### config.mk
export PLATFORM = sky130hd
export DESIGN_NAME = ddfs_phase_engine
export DESIGN_NICKNAME = d
export VERILOG_FILES = /design/src/rtl/ddfs_pkg.sv /design/src/rtl/phase_fold.sv /design/src/rtl/ddfs_phase_engine.sv
export SDC_FILE = /design/constraint.sdc
export NUM_CORES = 1
export LEC_CHECK = 0
export ABC_AREA = 1
export BUFFER_PORTS_ARGS = -buffer_cell sky130_fd_sc_hd__buf_2
export CAP_MARGIN = 20
export CORE_MARGIN = 5
export CORE_UTILIZATION = 63
export DETAILED_ROUTE_END_ITERATION = 8
export PLACE_DENSITY = 0.91
export SKIP_CTS_REPAIR_TIMING = 1
export SLEW_MARGIN = 20
export SYNTH_ARGS = -nofsm -noshare
export SYNTH_HDL_FRONTEND = slang
export SYNTH_SLANG_ARGS = --single-unit
### constraint.sdc
create_clock -name clk -period 3.93 [get_ports clk]
set_clock_uncertainty 0.05 [all_clocks]
set_input_delay 0 -clock clk [delete_from_list [all_inputs] [get_ports clk]]
set_output_delay 0 -clock clk [all_outputs]
set_load 0.1 [all_outputs]
### src/rtl/ddfs_pkg.sv
// Shared definitions for the DDFS phase engine: phase-split widths, config
// select encodings and the dither LFSR constants.
package ddfs_pkg;

  localparam int OCT_W = 3;

  localparam logic CFG_SEL_FTW  = 1'b0;
  localparam logic CFG_SEL_POFF = 1'b1;

  localparam logic [15:0] LFSR_SEED = 16'hACE1;
  // Right-shift Galois form of the x^16 + x^14 + x^13 + x^11 + 1 polynomial.
  localparam logic [15:0] LFSR_TAPS = 16'hB400;

  function automatic int rem_w(input int n);
    return n - OCT_W;
  endfunction

  function automatic int rot_w(input int n, input int l);
    return n - OCT_W - l;
  endfunction

  function automatic logic [15:0] lfsr_next(input logic [15:0] s);
    return {1'b0, s[15:1]} ^ (s[0] ? LFSR_TAPS : 16'h0000);
  endfunction

endpackage

### src/rtl/phase_fold.sv
// Combinational octant transform: truncated phase -> octant, LUT address and
// rotation residue, with odd octants mirrored.
module phase_fold
  import ddfs_pkg::*;
#(
  parameter int N = 17,
  parameter int L = 6
) (
  input  logic [N-1:0]          p,
  output logic [2:0]            phi_r,
  output logic [L-1:0]          phi_lut,
  output logic [rot_w(N,L)-1:0] phi_rot
);

  localparam int REM_W = rem_w(N);
  localparam int ROT_W = rot_w(N, L);

  logic [REM_W-1:0] rem;
  logic [REM_W-1:0] f;

  assign rem = p[REM_W-1:0];
  // Odd octants run backwards through the quarter-wave table.
  assign f       = p[N-3] ? ~rem : rem;
  assign phi_r   = p[N-1 -: 3];
  assign phi_lut = f[REM_W-1 -: L];
  assign phi_rot = f[ROT_W-1:0];

endmodule

### src/rtl/ddfs_phase_engine.sv
// Time-multiplexed multi-channel phase accumulator with octant transform.
// Optional PT_DITHER_EN adds LFSR dither below the truncation point.
module ddfs_phase_engine
  import ddfs_pkg::*;
#(
  parameter int ACC_W = 32,
  parameter int N     = 17,
  parameter int L     = 6,
  parameter int CH    = 4
) (
  input  logic                    clk,
  input  logic                    rst_n,
  input  logic                    en,
  input  logic                    sync,
  input  logic                    cfg_wr,
  input  logic                    cfg_sel,
  input  logic [$clog2(CH)-1:0]   cfg_ch,
  input  logic [ACC_W-1:0]        cfg_data,
  output logic                    out_valid,
  input  logic                    out_ready,
  output logic [$clog2(CH)-1:0]   out_ch,
  output logic [2:0]              phi_r,
  output logic [L-1:0]            phi_lut,
  output logic [rot_w(N,L)-1:0]   phi_rot
);

  localparam int CW    = $clog2(CH);
  localparam int ROT_W = rot_w(N, L);

  logic [ACC_W-1:0] acc  [CH];
  logic [ACC_W-1:0] ftw  [CH];
  logic [ACC_W-1:0] poff [CH];

  logic [CW-1:0]    sc;
  logic [CW-1:0]    s1_ch;
  logic [ACC_W-1:0] s1_phase;
  logic             s1_v;

  logic             stall;
  logic             issue;
  logic [ACC_W-1:0] dither;
  logic [ACC_W-1:0] sample_phase;

  logic [2:0]       fold_r;
  logic [L-1:0]     fold_lut;
  logic [ROT_W-1:0] fold_rot;

  assign stall = out_valid & ~out_ready;
  assign issue = en & ~stall & ~sync;

`ifdef PT_DITHER_EN
  localparam int DW = (ACC_W - N < 16) ? (ACC_W - N) : 16;
  logic [15:0] lfsr;

  always_ff @(posedge clk or negedge rst_n) begin
    if (!rst_n)     lfsr <= LFSR_SEED;
    else if (issue) lfsr <= lfsr_next(lfsr);
  end

  assign dither = {{(ACC_W-DW){1'b0}}, lfsr[DW-1:0]};
`else
  assign dither = '0;
`endif

  // Sample uses the pre-update accumulator so the first sample equals poff.
  assign sample_phase = acc[sc] + poff[sc] + dither;

  always_ff @(posedge clk or negedge rst_n) begin
    if (!rst_n) begin
      for (int i = 0; i < CH; i++) begin
        ftw[i]  <= '0;
        poff[i] <= '0;
      end
    end else if (cfg_wr) begin
      if (cfg_sel == CFG_SEL_POFF) poff[cfg_ch] <= cfg_data;
      else                         ftw[cfg_ch]  <= cfg_data;
    end
  end

  always_ff @(posedge clk or negedge rst_n) begin
    if (!rst_n) begin
      for (int i = 0; i < CH; i++) acc[i] <= '0;
    end else if (sync) begin
      for (int i = 0; i < CH; i++) acc[i] <= '0;
    end else if (issue) begin
      acc[sc] <= acc[sc] + ftw[sc];
    end
  end

  always_ff @(posedge clk or negedge rst_n) begin
    if (!rst_n) begin
      sc       <= '0;
      s1_ch    <= '0;
      s1_phase <= '0;
      s1_v     <= 1'b0;
    end else if (sync) begin
      sc   <= '0;
      s1_v <= 1'b0;
    end else if (issue) begin
      s1_phase <= sample_phase;
      s1_ch    <= sc;
      sc       <= sc + CW'(1);
      s1_v     <= 1'b1;
    end else if (!stall) begin
      s1_v <= 1'b0;
    end
  end

  phase_fold #(.N(N), .L(L)) u_fold (
    .p       (s1_phase[ACC_W-1 -: N]),
    .phi_r   (fold_r),
    .phi_lut (fold_lut),
    .phi_rot (fold_rot)
  );

  // Sync wins over stall: a pending output is dropped, not delivered.
  always_ff @(posedge clk or negedge rst_n) begin
    if (!rst_n) begin
      out_valid <= 1'b0;
      out_ch    <= '0;
      phi_r     <= '0;
      phi_lut   <= '0;
      phi_rot   <= '0;
    end else if (sync) begin
      out_valid <= 1'b0;
    end else if (!stall) begin
      out_valid <= s1_v;
      out_ch    <= s1_ch;
      phi_r     <= fold_r;
      phi_lut   <= fold_lut;
      phi_rot   <= fold_rot;
    end
  end

endmodule

## Word-level counts from Yosys, hierarchy flattened

Cells that the tools add are included.

- Bits in registers: 441
- Input bits: 41
- Bits in latches: 0
- Bits in writable memories: 0
- Bits in read-only memories: 0
- Memories kept: 0

- Reduce and logical (&&, ||, !) cells: 7
- Magnitude comparators: 4
- Multiply operators: 0
- Div/mod/pow operators: 0
- Bitwise logic cells: 10
- Shift operators: 0
- Multiplexer cells: 26
- Eq/ne operators: 2
- $add $sub $neg: 3

Operators by type and width:

| kind | number |
|---|---|
| 128-bit bitwise mux | 3 |
| 128-bit two-way mux | 2 |
| 32-bit two-way mux | 8 |
| 32-bit binary-select mux with 2-bit select | 3 |
| 32-bit demux with 2-bit select | 2 |
| 32-bit adder | 2 |
| 14-bit two-way mux | 1 |
| 14-bit NOT | 1 |
| 2-bit AND reduction | 4 |
| 3-bit greater-or-equal comparator, second input constant | 2 |
| 3-bit by 1-bit < comparator with 1-bit output, second input constant | 2 |
| 2-bit NOT with 3-bit output | 2 |
| 1-bit two-way mux | 5 |
| 2-bit two-way mux | 2 |
| 1-bit NOT | 4 |
| 1-bit AND | 3 |
| 3-bit by 2-bit inequality test with 1-bit output, second input constant | 1 |
| 2-bit by 1-bit adder with 2-bit output, second input constant | 1 |
| 1-bit logical AND | 2 |
| 2-bit inequality test, second input constant | 1 |
| 2-bit nonzero test | 1 |

## Longest topological paths before layout

Gate-level depths: netlist of run 1.

- Depth in word-level cells: 8
- Mapped depth: 20
- Gate-level depth less buffers: 18

## By module

A second synthesis of run 1 with hierarchy kept.

- Cells, all modules: 2790
- Area total of the unflattened synthesis: 21929.8 µm²

By module, submodules not included:

| module | area each (µm²) | times used | cells an instance |
|---|---|---|---|
| ddfs_phase_engine | 21672.0 | 1 | 2728 |
| phase_fold | 257.7 | 1 | 62 |

## Least setup slack after synthesis of run 1

No wires, ideal clock.

- Path kind: reg-to-reg
- Start point: reg sc[0]
- End point: reg acc[126] (netlist name)
- Clock period less this slack: 3.178 ns
- Path buffers: 3
- Cell stages (with the launch flop): 20
- Data arrival time: 3.010 ns
- Path slack: 0.752 ns
- Path through: dfrtp_1 -> inv_2 -> buf_6 -> clkbuf_1 -> clkbuf_1 -> o21ai_0 -> o22ai_1 -> ha_1 -> inv_1 -> fa_1 -> o21ai_2 -> a21oi_2 -> o21ai_2 -> nand2_1 -> nand2_1 -> nand2_1 -> nand2_1 -> nand2_1 -> nand3_1 -> nand2_1

- Word-level cells in the longest chain between the ends: 8

RTL lines:

| item | line | RTL |
|---|---|---|
| start: declaration | ddfs_phase_engine.sv:34 | `logic [CW-1:0] sc;` |
| start signal: assignment | ddfs_phase_engine.sv:102 | `sc <= sc + CW'(1);` |
| 2-bit NOT with 3-bit output (not written as such) (*) | ddfs_phase_engine.sv:86 | `acc[sc] <= acc[sc] + ftw[sc];` |
| 32-bit binary-select mux with 2-bit select, or another cell as far along | ddfs_phase_engine.sv:86 |  |
| 32-bit two-way mux (not written as such) or 1-bit logical AND (tied branches) | ddfs_phase_engine.sv:86 |  |
| 32-bit two-way mux (not written as such) | ddfs_phase_engine.sv:86 |  |
| 32-bit adder or 32-bit demux with 2-bit select (tied branches) | ddfs_phase_engine.sv:86 |  |
| 128-bit bitwise mux (*) | ddfs_phase_engine.sv:86 |  |
| 128-bit two-way mux (*) | ddfs_phase_engine.sv:85 | `end else if (issue) begin` |
| 128-bit two-way mux (*) | ddfs_phase_engine.sv:83 | `end else if (sync) begin` |
| end signal: indexed assignment | ddfs_phase_engine.sv:86 |  |
| end: declaration | ddfs_phase_engine.sv:30 | `logic [ACC_W-1:0] acc [CH];` |

Every way passes the cells marked *; elsewhere a longest branch is shown, timed or not. The select of a mux whose other input is x is not followed.
A chain may end at the register's enable or synchronous reset.

## Worst setup path in the final report of run 1

- Start point: reg sc[0]
- End point: reg acc[78] (netlist name)

Same word-level chain as after synthesis.

==> metrics.md, run 1 <==
| Metric | Value |
|---|---|
| Worst VDD drop | 0.6174 mV |
| Row cnt | 68 |
| Area grow syn2layout | 13.93% |
| Buffers from clock root to sink, at most | 3 |
| Slowest cell on the critical path | dfrtp_4 |
| Pin count of the biggest net entering global routing | between 100 and 150 |
| WS Path Type | flop to flop |
| Post-route cell area | about 25000 um^2 |
| Critical Path AT | approximately 4.1 ns |
| CP max stage delay | 0.60 ns |
| First-pass GRT wire length | about 110 mm |
| Max-cap violations | 0 |
| Setup violators final | 0 |
| CTS tree | yes |
| Outcome | finished clean |
| Die height | ~200 um |
| Routed wire length | approximately 70 mm |
| Die Span X | roughly 200 um |
| DR pass1 iterations | 7 |
| Setup WS post-layout | 0.2147 ns |
| CP Capture Type | flop |
| Final Hold Fails | 0 |
| Clk_lat worst skew | around 0.60 ns |
| Pwr per Cell Area | just over 600 nW/um^2 |
| Ys Warns | 0 |
| CP required | around 4.3 ns |
| Clk root buf | clkbuf_16 |
| Core area | ~34000 um^2 |
| Synth Cell Area | approximately 22000 um^2 |
| Routability cong. | ~0.97 |
| LEAKAGE | around 12 nW |
| WL/cell | between 20 and 25 um |
| # diodes | 0 |
| Io pins | between 60 and 70 |
| Dpl cell area | about 23000 um^2 |
| Clock power share | 0.294 |
| Register area | around 11000 um^2 |
| HP Class | primary input to asynchronous set/reset pin |
| Synthesized Nets | approximately 2900 |
| Grt total ovfl | 0 |
| Comb pwr share | 0.336 |
| Internal power | between 9 and 10 mW |
| Nets@finish | between 2000 and 3000 |
| NetSw | ~6 mW |
| Final min period | around 3.7 ns |
| Vias/cell | 6.387 |
| CTS buffer count | between 40 and 50 |
| Critical Path Fanout Max | 27 |
| DR iter-0 viols | between 2000 and 3000 |
| Sink Count | 426 |
| Syn Area/Cell | 7.889 um^2 |
| H-tree Lvls | 2 |
| Via count | between 20000 and 25000 |
| Die ar. | roughly 38000 um^2 |
| Worst slew margin | 0.3555 |
| Gr usage total | 0.3501 |
| Top delay family on crit path | compound AO/OA/AOI/OAI gates |
| #FFs+latches synth | 426 |
| CP Buf/Inv Count | 3 |
| Final Cycle Share | 0.9454 |
| Vias in the first global route | between 20000 and 25000 |
| Critical path cell sequence | inv_4, buf_12, o21ai_0, o22ai_1, ha_1, inv_2, o21ai_0, a31oi_1, o21ai_2, nand2_1, nand2_1, xnor2_1, o21ai_1 |
| Area of the multi-input gates | 10010 um^2 |
| Post-route ant nets | 0 |
| Starting Density | 0.6335 |
| HPWL after DPL | ~45 mm |
| Fill cells | about 2500 |
| Reg2reg start | sc[0]$_DFFE_PN0P_ |
| Port-buffer cells | 60 |
| Antenna violations before repair | 1 |
| Synth cell types | a little under 50 |
| Worst Setup Slack post-DPL | 0.3111 ns |
| CP startpoint | sc[0]$_DFFE_PN0P_ |
| F_max | ~0.27 GHz |
| Utilization after layout | 0.7218 |
| Fin. max-slew vios | 0 |
| Share of cells above drive strength 1 | 0.08583 |
| Reg power frac | 0.371 |
| Sequential area share after synthesis | 0.4896 |
| Switching portion of total power | 0.3913 |
| Clk slew on worst S/H paths | roughly 0.060 ns |
| Tightest Pin Transition | slightly below 1 ns |
| Drt drc | 0 |
| Crit path launch type | flop |
| Syn Inst Count | 2760 |
routing by layer:
metal | vias up | share of wire | GRT usage
met3 | 265 | 0.12 | 0.07814
li1 | 9381 | - | -
met5 | - | 0.00019 | 0
met2 | 1431 | 0.47 | 0.5656
met4 | 2 | 0.043 | 0.1288
met1 | 10130 | 0.37 | 0.4695
cells by family after synthesis:
| logic type | share of synthesized area |
|---|---|
| buf+inv | 0.05252 |
| compound gates | 0.1922 |
| fa+ha+maj | 0.03827 |
| xor+xnor | 0.01327 |
| flops | 0.4896 |
| simple gates | 0.2142 |
cell usage after synthesis, drive strengths merged:
library cell | instances | area, um^2
o21a | 3 | 22.52
ha | 65 | 813.3
a21o | 12 | 90.09
a31oi | 16 | 100.1
o211ai | 2 | 15.01
nor4 | 4 | 25.02
o311ai | 2 | 17.52
o22ai | 95 | 600.6
xor2 | 8 | 70.07
nor2 | 300 | 1167
o21bai | 8 | 63.81
inv | 157 | 589.3
fa | 1 | 20.02
nand2 | 703 | 2654
a22o | 4 | 35.03
a211oi | 1 | 7.510
nand4 | 8 | 50.05
nand3 | 112 | 565.5
a32o | 2 | 20.02
or2 | 7 | 43.79
a32oi | 2 | 17.52
o21ai | 530 | 2668
dfrtp | 426 | 10660
nor3 | 15 | 80.08
clkbuf | 115 | 431.7
and3 | 3 | 18.77
buf | 24 | 122.6
a21oi | 97 | 489.2
o31ai | 1 | 7.510
xnor2 | 25 | 219.0
a21boi | 4 | 30.03
nand3b | 8 | 60.06
worst reg2reg max path, cell delays in order (launching register included):
cell	delay, ns
dfrtp_4	0.60
inv_4	0.21
buf_12	0.20
o21ai_0	0.11
o22ai_1	0.44
ha_1	0.40
inv_2	0.09
o21ai_0	0.15
a31oi_1	0.21
o21ai_2	0.10
nand2_1	0.10
nand2_1	0.14
xnor2_1	0.57
o21ai_1	0.19
power groups by stage:
stage          Combinational (mW)  Sequential (mW)  Clock (mW)
2_1_floorplan                2.83             6.15           0
3_3_place_gp                 4.76             5.65           0
3_5_place_dp                 4.87             5.69           0
4_1_cts                      4.95             5.64        4.47
5_1_grt                      5.56             5.74        4.68
6_report                     5.13             5.66        4.49
layout by cell type (no fill, tap or decap), drive strengths merged, types with 3 or more instances in the layout:
cell         count
bufinv           6
nor2           300
nand3b           8
dfrtp          426
nand4            8
or2              7
o21a             3
nor4             4
a21boi           4
o22ai           95
a21o            12
nand2          703
buf            125
clkbuf          53
nor3            15
nand3          112
ha              65
inv            160
xnor2           25
a31oi           16
clkinv          17
o21bai           8
a21oi           97
a22o             4
dlygate4sd3     37
and3             3
o21ai          530
clkinvlp         4
xor2             8
layout make-up:
type	instances	area share
Timing Repair Buffer	163	0.05724
Multi-Input combinational cell	2038	0.4034
Inverter	157	0.02386
Clock inverter	30	0.01458
Clock buffer	52	0.04806
Sequential cell	426	0.4299
Tap cell	455	0.02295
worst paths after layout:
kind / to / slack (ns) / depth (start not counted)
min in group clk: ftw[3]$_DFFE_PN0P_ / 0.16 / 5
worst max-delay path: acc[78]$_DFFE_PN0P_ / 0.21 / 13
worst min-delay path: acc[2]$_DFFE_PN0P_ / 0.01 / 2
worst min register to register: phi_r[0]$_DFFE_PN0P_ / 0.43 / 2
max in group asynchronous: poff[31]$_DFFE_PN0P_ / 2.55 / 3
worst max register to register: acc[78]$_DFFE_PN0P_ / 0.21 / 13
registers in the layout, indices dropped and copies added (netlist names), 2 cells and up:
register	count
poff	128
phi_lut	6
phi_r	3
s1_ch	2
ftw	128
acc	128
phi_rot	8
out_ch	2
sc	2
s1_phase	17
metrics by stage:
step	std cells	TNS (ns)	hold slack [ns]	total power, mW
6_report	3321	0	0.01330	15.28
5_1_grt	3321	-0.003993	0.1190	15.98
4_1_cts	3283	0	-0.5283	15.06
3_5_place_dp	3201	0	0.09227	10.57
3_3_place_gp	3197	0	0.08924	10.41
2_1_floorplan	2760	0	-0.3456	8.982
No activity file was read; power rests on OpenSTA's default activity.
==> run 2, diff against run 1 <==
Settings changed: BUFFER_PORTS_ARGS -buffer_cell sky130_fd_sc_hd__buf_2 to -buffer_cell sky130_fd_sc_hd__buf_4, CAP_MARGIN 20 to default.
==> metrics.md, run 2 (synthesis results as in run 1) <==
| Metric | Value |
|---|---|
| Grt total ovfl | 0 (unchanged) |
| WS Path Type | flop to flop |
| # diodes | 0 (unchanged) |
| Worst VDD drop | 0.5654 mV (-8.4%) |
| WL/cell | 20.29 um (-3.5%) |
| Setup WS post-layout | 0.1448 ns (-0.06993 ns) |
| Leading cell types in the layout, fill and taps excluded | nand2_1 (691), o21ai_0 (511), dfrtp_1 (424), nor2_1 (295), inv_1 (150) |
| Die height | 195.9 um (unchanged) |
| HPWL after DPL | 43.50 mm (-2.3%) |
| Vias/cell | 6.264 (-1.9%) |
| Share of cells above drive strength 1 | 0.07168 (-0.01415) |
| Reg2reg path depth | 14 (+1) |
| Drt drc | 0 (unchanged) |
| Clk slew on worst S/H paths | 0.06 ns (about the same) |
| Vias in the first global route | 20230 (-0.39%) |
| Critical Path Fanout Max | 21 (-22%) |
| Setup violators final | 0 (unchanged) |
| Antenna violations before repair | 0 (-1) |
| Critical Path AT | 4.19 ns (+0.08 ns) |
| Pin count of the biggest net entering global routing | 119 (+3.5%) |
| Final Cycle Share | 0.9632 (+0.01779) |
| Final min period | 3.785 ns (+0.06993 ns) |
| Gr usage total | 0.3377 (-0.01237) |
| Crit path launch type | flop |
| Slowest cell on the critical path | dfrtp_2 |
| Critical path cell sequence | inv_2, buf_4, buf_4, o21ai_0, o22ai_1, ha_1, a21oi_1, o21ai_0, a21oi_1, o21ai_0, a21oi_1, nand3_1, nand3_1, nand2_1 |
| Port-buffer cells | 60 (unchanged) |
| Top delay family on crit path | compound AO/OA/AOI/OAI gates |
| Placed cells | 3169 (-1.0%) |
| Area grow syn2layout | 12.72% |
| DR iter-0 viols | 2377 (-12%) |
| Post-route ant nets | 0 (unchanged) |
| Setup slack, reg-to-reg | 0.14 ns (-0.07 ns) |
| Reg2reg start | sc[1]$_DFFE_PN0P_ |
| Row cnt | 68 (unchanged) |
| Setup_tns | 0 ns (unchanged) |
| CP startpoint | sc[1]$_DFFE_PN0P_ |
| Nets@finish | 2908 (-0.99%) |
| Worst slew margin | 0.3544 (-0.001158) |
| Most common cell after layout, fill and taps aside | nand2_1 |
| RSZ-0062 raised after global routing | no |
| Sink Count | 426 (unchanged) |
| CTS buffer count | 44 (unchanged) |
| HP Class | primary input to asynchronous set/reset pin |
| F_max | 0.2642 GHz (-1.8%) |
| Die ar. | 38380 um^2 (unchanged) |
| Clk root buf | clkbuf_16 |
| Tightest Pin Transition | 0.9684 ns (+0.004074 ns) |
| Fin. max-slew vios | 0 (unchanged) |
| RR Endpoint | acc[95]$_DFFE_PN0P_ |
| Core area | 34370 um^2 (unchanged) |
| Biggest registers after layout | acc (128), ftw (128), poff (128) |
| CP max stage delay | 0.58 ns (-0.02 ns) |
| Worst Setup Slack post-DPL | 0.2683 ns (-0.04279 ns) |
| Max-cap violations | 0 (unchanged) |
| Final std cells w/o fill | 3287 (-1.0%) |
| Starting Density | 0.6335 (unchanged) |
| H-tree Lvls | 2 (unchanged) |
| Pwr per Cell Area | 607.9 nW/um^2 (-1.3%) |
| CP Capture Type | flop |
| LEAKAGE | 11.88 nW (-1.7%) |
| CP required | 4.34 ns (+0.02 ns) |
| First-pass GRT wire length | 105.0 mm (-2.6%) |
| Via count | 20590 (-2.9%) |
| Outcome | finished clean |
| Buffers from clock root to sink, at most | 3 (unchanged) |
| DR pass1 iterations | 6 (-1) |
| Routed wire length | 66.69 mm (-4.5%) |
| CTS tree | yes |
| CP Buf/Inv Count | 3 (unchanged) |
| Utilization after layout | 0.7141 (-0.007680) |
| Clk_lat worst skew | 0.58 ns (-0.02 ns) |
| Die Span X | 195.9 um (unchanged) |
| Io pins | 61 (unchanged) |
| Final Hold Fails | 0 (unchanged) |
| Routability cong. | 1.040 (+7.4%) |
-- run 2: area by class of cell --
type,instances,area (um^2)
Tap cell,455,569.3
Inverter,157,591.8
Sequential cell,426,10670
Multi-Input combinational cell,2038,10000
Clock buffer,62,1280
Timing Repair Buffer,134,1241
Clock inverter,15,193.9
Fill cell,2483,9828
-- run 2: worst max-delay path by stage --
stage,to,depth (start not counted),slack [ns]
after floorplan,acc[126]$_DFFE_PN0P_,19,0.75
after global placement,acc[123]$_DFFE_PN0P_,13,0.30
after detailed placement,acc[123]$_DFFE_PN0P_,13,0.27
after CTS,acc[27]$_DFFE_PN0P_,13,0.25
after global routing,acc[95]$_DFFE_PN0P_,14,0.03
final,acc[95]$_DFFE_PN0P_,14,0.14
-- run 2: where the power goes --
part	internal (mW)	leakage [nW]	total [mW]	switching (mW)
clock network	2.49	0.727	4.31	1.82
registers	5.17	5.47	5.66	0.489
logic	1.48	5.68	4.95	3.47
total	9.14	11.9	14.9	5.78
-- run 2: worst register-to-register path, cell delays in order, from the launching register on --
cell and delay (ns):
dfrtp_2 0.58, inv_2 0.16, buf_4 0.24, buf_4 0.30, o21ai_0 0.15, o22ai_1 0.33
ha_1 0.41, a21oi_1 0.23, o21ai_0 0.24, a21oi_1 0.18, o21ai_0 0.15, a21oi_1 0.26
nand3_1 0.19, nand3_1 0.13, nand2_1 0.07
-- run 2: metrics by stage --
stage / hold WS [ns] / cell area, um^2 / total power, mW
finish: 0.03938 / 24540 / 14.92
global placement: 0.09362 / 22650 / 10.28
global route: 0.1525 / 24540 / 15.63
floorplan: -0.3456 / 21770 / 8.982
CTS: -0.4778 / 24130 / 14.75
detailed placement: 0.1067 / 22650 / 10.44
-- run 2: metal layers --
layer  vias up  GRT usage  wire (um)
met5         -          0          0
met4         0     0.1195       2263
met3       218    0.09050       7786
met2      1298     0.5441      31250
met1      9760     0.4462      25380
li1       9315          -          -
